===== src/rtl/upsp_axis_out_packer.sv =====
// Packs 24-bit RGB pixels into 32-bit AXI-Stream words (4 pixels -> 3 words) with frame tlast/flush.
// Optional stall counter port enabled by defining UPSP_OUT_PACKER_STALL_CNT_EN.
`timescale 1ns/1ps
module upsp_axis_out_packer #(
  parameter int DST_IMG_WIDTH  = 4096,
  parameter int DST_IMG_HEIGHT = 2160,
  parameter int COL_W          = $clog2(DST_IMG_WIDTH) + 1,
  parameter int ROW_W          = $clog2(DST_IMG_HEIGHT) + 1
) (
  input  logic        clk,
  input  logic        rst_n,
  input  logic        soft_rst,
  input  logic        s_axis_tvalid,
  output logic        s_axis_tready,
  input  logic [23:0] s_axis_tdata,
  input  logic        s_axis_tlast,
  output logic        m_axis_tvalid,
  input  logic        m_axis_tready,
  output logic [31:0] m_axis_tdata,
  output logic [3:0]  m_axis_tkeep,
  output logic        m_axis_tlast,
`ifdef UPSP_OUT_PACKER_STALL_CNT_EN
  output logic [31:0] stall_cnt,
`endif
  output logic        frame_done,
  output logic        line_err
);

  typedef enum logic {RUN, FLUSH} state_t;

  state_t           state;
  logic [1:0]       cnt;
  logic [23:0]      resid;
  logic [COL_W-1:0] col;
  logic [ROW_W-1:0] row;

  logic        out_free;
  logic        accept;
  logic        last_col;
  logic        last_px;
  logic [2:0]  cnt_next;
  logic [47:0] merged;
  logic [3:0]  flush_keep;

  assign out_free      = !m_axis_tvalid || m_axis_tready;
  assign s_axis_tready = (state == RUN) && out_free;
  assign accept        = s_axis_tvalid && s_axis_tready;
  assign last_col      = (col == COL_W'(DST_IMG_WIDTH - 1));
  assign last_px       = last_col && (row == ROW_W'(DST_IMG_HEIGHT - 1));
  assign frame_done    = m_axis_tvalid && m_axis_tready && m_axis_tlast;

  // Residual bytes sit at the bottom; the new pixel is appended just above them.
  always_comb begin
    cnt_next   = {1'b0, cnt} + 3'd3;
    merged     = {24'b0, resid} | ({24'b0, s_axis_tdata} << {cnt, 3'b000});
    flush_keep = (cnt == 2'd2) ? 4'h3 : 4'h1;
  end

  always_ff @(posedge clk or negedge rst_n) begin
    if (!rst_n) begin
      state         <= RUN;
      cnt           <= '0;
      resid         <= '0;
      col           <= '0;
      row           <= '0;
      m_axis_tvalid <= 1'b0;
      m_axis_tdata  <= '0;
      m_axis_tkeep  <= '0;
      m_axis_tlast  <= 1'b0;
      line_err      <= 1'b0;
    end else if (soft_rst) begin
      state         <= RUN;
      cnt           <= '0;
      resid         <= '0;
      col           <= '0;
      row           <= '0;
      m_axis_tvalid <= 1'b0;
      m_axis_tdata  <= '0;
      m_axis_tkeep  <= '0;
      m_axis_tlast  <= 1'b0;
      line_err      <= 1'b0;
    end else begin
      if (out_free) begin
        m_axis_tvalid <= 1'b0;
        m_axis_tlast  <= 1'b0;
      end
      case (state)
        RUN: begin
          if (accept) begin
            if (s_axis_tlast != last_col) line_err <= 1'b1;
            if (last_col) begin
              col <= '0;
              row <= last_px ? '0 : row + ROW_W'(1);
            end else begin
              col <= col + COL_W'(1);
            end
            if (last_px) begin
              m_axis_tvalid <= 1'b1;
              m_axis_tdata  <= merged[31:0];
              if (cnt_next > 3'd4) begin
                // Six or five bytes: full word now, remainder goes out as a separate flush beat.
                m_axis_tkeep <= 4'hF;
                m_axis_tlast <= 1'b0;
                resid        <= {8'b0, merged[47:32]};
                cnt          <= cnt_next[1:0];
                state        <= FLUSH;
              end else begin
                m_axis_tkeep <= (cnt_next == 3'd4) ? 4'hF : 4'h7;
                m_axis_tlast <= 1'b1;
                resid        <= '0;
                cnt          <= '0;
              end
            end else if (cnt_next >= 3'd4) begin
              m_axis_tvalid <= 1'b1;
              m_axis_tdata  <= merged[31:0];
              m_axis_tkeep  <= 4'hF;
              m_axis_tlast  <= 1'b0;
              resid         <= {8'b0, merged[47:32]};
              cnt           <= cnt_next[1:0];
            end else begin
              resid <= merged[23:0];
              cnt   <= cnt_next[1:0];
            end
          end
        end
        FLUSH: begin
          if (out_free) begin
            m_axis_tvalid <= 1'b1;
            m_axis_tdata  <= {8'b0, resid};
            m_axis_tkeep  <= flush_keep;
            m_axis_tlast  <= 1'b1;
            resid         <= '0;
            cnt           <= '0;
            state         <= RUN;
          end
        end
        default: state <= RUN;
      endcase
    end
  end

`ifdef UPSP_OUT_PACKER_STALL_CNT_EN
  always_ff @(posedge clk or negedge rst_n) begin
    if (!rst_n) begin
      stall_cnt <= '0;
    end else if (soft_rst || frame_done) begin
      stall_cnt <= '0;
    end else if (m_axis_tvalid && !m_axis_tready && (stall_cnt != '1)) begin
      stall_cnt <= stall_cnt + 32'd1;
    end
  end
`endif

endmodule


===== config.mk =====
export PLATFORM = sky130hd
export DESIGN_NAME = upsp_axis_out_packer
export DESIGN_NICKNAME = d
export VERILOG_FILES = /design/src/rtl/upsp_axis_out_packer.sv
export SDC_FILE = /design/constraint.sdc
export NUM_CORES = 1
export LEC_CHECK = 0
export ABC_CLOCK_PERIOD_IN_PS = 2800
export CAP_MARGIN = 20
export CORE_AREA = 2 2 117 119
export DETAILED_ROUTE_END_ITERATION = 8
export DIE_AREA = 0 0 119 121
export DONT_BUFFER_PORTS = 1
export MAX_ROUTING_LAYER = met4
export PLACE_DENSITY_LB_ADDON = 0.25
export SYNTH_ARGS = -nofsm -noshare
export SYNTH_HDL_FRONTEND = slang
export SYNTH_SLANG_ARGS = --single-unit

===== constraint.sdc =====
create_clock -name clk -period 2.8 [get_ports clk]
set_input_delay 0.42 -clock clk [delete_from_list [all_inputs] [get_ports clk]]
set_output_delay 0.42 -clock clk [all_outputs]
set_load 0.05 [all_outputs]

# Word level (Yosys, flattened, before mapping)

Index checks and enable logic that the tools add are counted.
W data, S select, Z words.

Bits in registers: 92
Bits of input ports: 30

$add $sub $neg: 3
$lt $le $gt $ge: 2
Eq/ne operators: 9
Shift operators: 1
Muxes and demuxes: 62
Bitwise logic cells: 2
Reductions and logical operators: 15

Operators by type and width:

| kind                    | count |
|---|---|
| $mux W32                | 5 |
| $mux W24                | 5 |
| $mux W13                | 9 |
| $pmux W32 S2            | 1 |
| $or A24 B48 Y48         | 1 |
| $pmux W24 S2            | 1 |
| $shl A24 B5 Y48         | 1 |
| $mux W4                 | 7 |
| $add A13 B1 Y13 const B | 2 |
| $eq A13 B12 Y1 const B  | 2 |
| $mux W1                 | 22 |
| $mux W16                | 1 |
| $mux W2                 | 6 |
| $reduce_and A3 Y1       | 3 |
| $pmux W4 S2             | 1 |
| $pmux W1 S2             | 3 |
| $reduce_bool A2 Y1      | 3 |
| $logic_and A1 B1 Y1     | 5 |
| $ne A4 B3 Y1 const B    | 1 |
| $pmux W2 S2             | 1 |
| $reduce_and A2 Y1       | 2 |
| $add A2 B2 Y3 const B   | 1 |
| $eq A3 B3 Y1 const B    | 1 |
| $ge A3 B3 Y1 const B    | 1 |
| other kinds (9)         | 9 |

# Longest topological paths before layout

Depth after elaboration: 8
Mapped depth: 11
Depth with buffers taken out: 7

# Worst setup path before layout

Ideal clock, no wire load.

Path kind: flip-flop to flip-flop
From: register cnt[0]
To: register m_axis_tkeep[3]
Setup time: 0.121 ns
Arrival: 2.521 ns
Setup slack: 0.158 ns
Stages on the path, launching flop included: 12
Buffers on the path: 5
Clock period less this slack: 2.642 ns
Path through: dfrtp_1 -> buf_2 -> buf_2 -> buf_2 -> inv_1 -> ha_1 -> clkbuf_1 -> nor2b_1 -> and2_1 -> a21o_1 -> clkbuf_1 -> a22o_1

Cells in the longest elaborated chain, start to end: 8

Ends and longest elaborated chain:

| item                                                 | line | RTL |
|---|---|---|
| start: declaration                                   | 32   | `logic [1:0] cnt;` |
| start signal: assignment                             | 105  | `cnt <= cnt_next[1:0];` |
| start signal: assignment                             | 119  | `cnt <= cnt_next[1:0];` |
| start signal: assignment                             | 122  | `cnt <= cnt_next[1:0];` |
| $add A2 B2 Y3 (*)                                    | 54   | `cnt_next = {1'b0, cnt} + 3'd3;` |
| branches (longest 7 deep; another with $gt A3 B3 Y1) | -    |  |
| end signal: assignment                               | 108  | `m_axis_tkeep <= (cnt_next == 3'd4) ? 4'hF : 4'h7;` |
| end signal: assignment                               | 130  | `m_axis_tkeep <= flush_keep;` |
| end: declaration                                     | 20   | `output logic [3:0] m_axis_tkeep,` |

Every way passes the cells marked *. The select of a mux whose other input is x is not followed.
A chain may end at the register's enable or synchronous reset.

# Worst setup path after layout

From: register col[0]
To: register m_axis_tdata[8]

Cells in the longest elaborated chain, start to end: 6

Ends and longest elaborated chain:

| item                     | line | RTL |
|---|---|---|
| start: declaration       | 34   | `logic [COL_W-1:0] col;` |
| start signal: assignment | 95   | `col <= col + COL_W'(1);` |
| $eq A13 B12 Y1 (*)       | 48   | `assign last_col = (col == COL_W'(DST_IMG_WIDTH - 1));` |
| $logic_and A1 B1 Y1 (*)  | 49   | `assign last_px = last_col && (row == ROW_W'(DST_IMG_HEIGHT - 1));` |
| $mux W32                 | 97   | `if (last_px) begin` |
| $mux W32                 | 89   | `if (accept) begin` |
| $pmux W32 S2             | 87   | `case (state)` |
| $mux W32                 | 71   | `end else if (soft_rst) begin` |
| end signal: assignment   | 99   | `m_axis_tdata <= merged[31:0];` |
| end signal: assignment   | 115  | `m_axis_tdata <= merged[31:0];` |
| end signal: assignment   | 129  | `m_axis_tdata <= {8'b0, resid};` |
| end: declaration         | 19   | `output logic [31:0] m_axis_tdata,` |

Mark *: on every way between the ends. The rest lies on a longest branch, timed or not. The select of a mux whose other input is x is not followed.

==> summary.txt <==
Outcome
  – Outcome: finished clean

Pwr
  – Worst IR Drop VDD: 0.280 mV
  – Pwr dens: 636 nW/µm²
  – Leak Pwr: 0.00235 µW

Cells and area
  – Area Growth Syn to Fin: 10.0%
  – Filler Cell Count: 1271
  – Post-route cell area: 5700 µm²
  – Layout cells sized above 1: 7.83%
  – # diodes: 0
  – Nets: 595

Die
  – Ports: 71
  – Chip height: 121 µm
  – Rows: 42
  – Die area: 14400 µm²
  – Starting Density: 39.6%
  – Die X: 119 µm
  – Core ar.: 13100 µm²

Critical path
  – Critical path peak fanout: 32
  – Critical Path RT: 3050 ps
  – Startpoint class of the critical path: flop
  – Setup crit end kind: flop
  – Setup CP Type: flop to flop
  – Worst EP arrival: 2770 ps

Drt
  – Via density: 6.01
  – Initial DRC count: 411
  – WL final: 14.5 mm
  – Wire length per cell: 19.6 µm
  – DR vias: 4436
  – Antenna-violating nets left: 0
  – Residual DRC: 0
  – Drt pass-1 iters: 5

Placed design
  – I/O Buffers: 0
  – DP Wirelength: 9.94 mm
  – Cell Area, Placed: 5350 µm²
  – Routability congestion estimate: 0.871

Global route
  – First-pass GRT wire length: 23.9 mm
  – Largest net degree at the start of global routing: 93
  – Initial antenna violation count: 0
  – Total gr overflow: 0
  – Vias in the first global route: 4365
  – Gr usage total: 21.4%

Yosys
  – Warnings, synthesis: 0
  – Sequential fraction of the synthesis area: 44.5%
  – Ys async rst share: 100%
  – Mapped cell area: 5180 µm²
  – Cell variety after synth: 60
  – Predominant post-synthesis flop cell: dfrtp_1
  – EDFF count, synth: 0
  – Post-Syn Nets: 605
  – Synthesized area per cell: 9.13 µm²
  – Register bit total from synthesis: 92
  – Cells after Synth: 567

Timing
  – Worst slew pin tran: 962 ps
  – Fmax: 0.396 GHz
  – Post-layout min period: 2520 ps
  – Final period utilization: 90.1%
  – Final TNS setup: 0 ps
  – Max_slew headroom: 35.6%
  – Slew Viols, Final: 0
  – Setup Viol. Count Final: 0
  – Hold Vio Cnt, Final: 0
  – Clk_skew: 6.40 ps
  – RSZ-0062 raised after global routing: false

Clocking
  – Root Driver: clkbuf_16
  – Worst-path clk slew: 70 ps
  – Total CTS buffers: 9
  – CTS Buffer Depth: 2
  – CTS tree: done
  – Postcts setup bufs: 0
  – PostCTS Resize Cnt: 0
  – Clock latency on the worst-skew pair: 340 ps
  – Total number of H-tree levels: 3
  – CTS sink count: 92

Hold path
  – Worst Hold Class: primary input to flop

Job
  – Max Cap Viol: 0
## timing repair
| action | in CTS | in global routing |
|---|---|---|
| endpoints found under the hold margin | 92 | 4 |
| endpoints found under the setup margin | 0 | 0 |
| hold buffers | 1 | 1 |
## per-stage QoR
stage               util, %  power, µW  cells  setup WS, ps  hold WS, ps
floorplan                 -       2170    567           158          124
global placement       40.9       2320    720           450          128
detailed placement     40.9       2340    720           329          128
CTS                    43.5       3650    737           313         11.3
global route           43.5       3800    738          98.6          125
finish                 43.5       3620    738           277          137
## routing by layer
metal,global-route usage [%],routed length (µm),vias up
met1,30.0,6790,2174
met3,5.26,1130,21
met4,7.66,328,0
met5,-,0,-
met2,30.1,6210,146
li1,-,-,2095
## report_power, final
group / switching [µW] / internal (µW)
Sequential: 270 / 1430
Combinational: 414 / 237
Clock: 550 / 725
Total: 1230 / 2390
## critical path: stages, from the launching register on
cell      delay, ps
dfrtp_1         420
ha_1            190
nand3_1         240
or4_4           670
o21ai_2         180
buf_4           330
a21oi_1         130
a211oi_1        260
## registers in the layout, summed over array words and instances, names as in the netlist, 2 cells and up
signal        flops
cnt               2
col              13
m_axis_tdata     32
m_axis_tkeep      4
resid            24
row              13
## cell usage after synthesis, types with 4 or more instances
master	number	area share, %
nor2_1	63	4.6
a211oi_1	39	5.7
nor2b_1	4	0.48
nor4_1	4	0.48
a32oi_1	8	1.4
ha_1	8	1.9
nand3_1	11	1.1
a31oi_1	10	1.2
mux2i_1	18	3.5
o2bb2ai_1	8	1.4
clkbuf_1	27	2.0
o21ai_0	34	3.3
a21oi_1	64	6.2
nor3_1	9	0.87
nand4_1	7	0.85
dfrtp_1	92	44
nand2_1	33	2.4
a21o_1	13	1.9
buf_2	9	0.87
inv_1	7	0.51
o31ai_1	4	0.58
xnor2_1	7	1.2
nor3b_1	16	2.3
a2bb2oi_1	7	1.2
o21ai_1	9	0.87
## cell families after synthesis
group | Yosys count | share of synthesized area, %
AO/OA/AOI/OAI | 216 | 27.0
XOR/XNOR | 9 | 1.52
adder cells (fa/ha/maj) | 8 | 1.93
buffers and inverters | 48 | 3.92
flip-flops | 92 | 44.5
multiplexers | 18 | 3.48
AND/OR/NAND/NOR | 176 | 17.7
## final timing paths
kind                            from               to  slack [ps]  cells past startpoint
max                           col[0]  m_axis_tdata[8]         280                      7
max in group asynchronous      rst_n        resid[13]        1770                      2
min in group asynchronous      rst_n           row[1]         630                      2
min                         soft_rst         line_err         140                      1
max reg2reg                   col[0]  m_axis_tdata[8]         280                      7
min reg2reg                resid[16]        resid[16]         500                      2
## cells in the final DEF, fill, tap and decap left out, drive strengths merged, types with 10 or more instances in the layout
cell type   n
clkbuf     10
dfrtp      92
a21oi      65
a211oi     39
nor2       64
nor3b      16
nand3      11
o21ai      45
a21o       13
a31oi      10
buf        17
nand2      34
mux2i      18
## final cells by class
cell class | count | area (µm²) | area share (%)
inverter | 9 | 33.8 | 0.593
sequential | 92 | 2300 | 40.4
clock buffer | 10 | 239 | 4.20
multi-input combinational | 427 | 2670 | 46.9
tap | 176 | 220 | 3.87
timing repair buffer | 18 | 158 | 2.77
clock inverter | 6 | 71.3 | 1.25
Note: power is estimated with default switching activity, not from simulation.
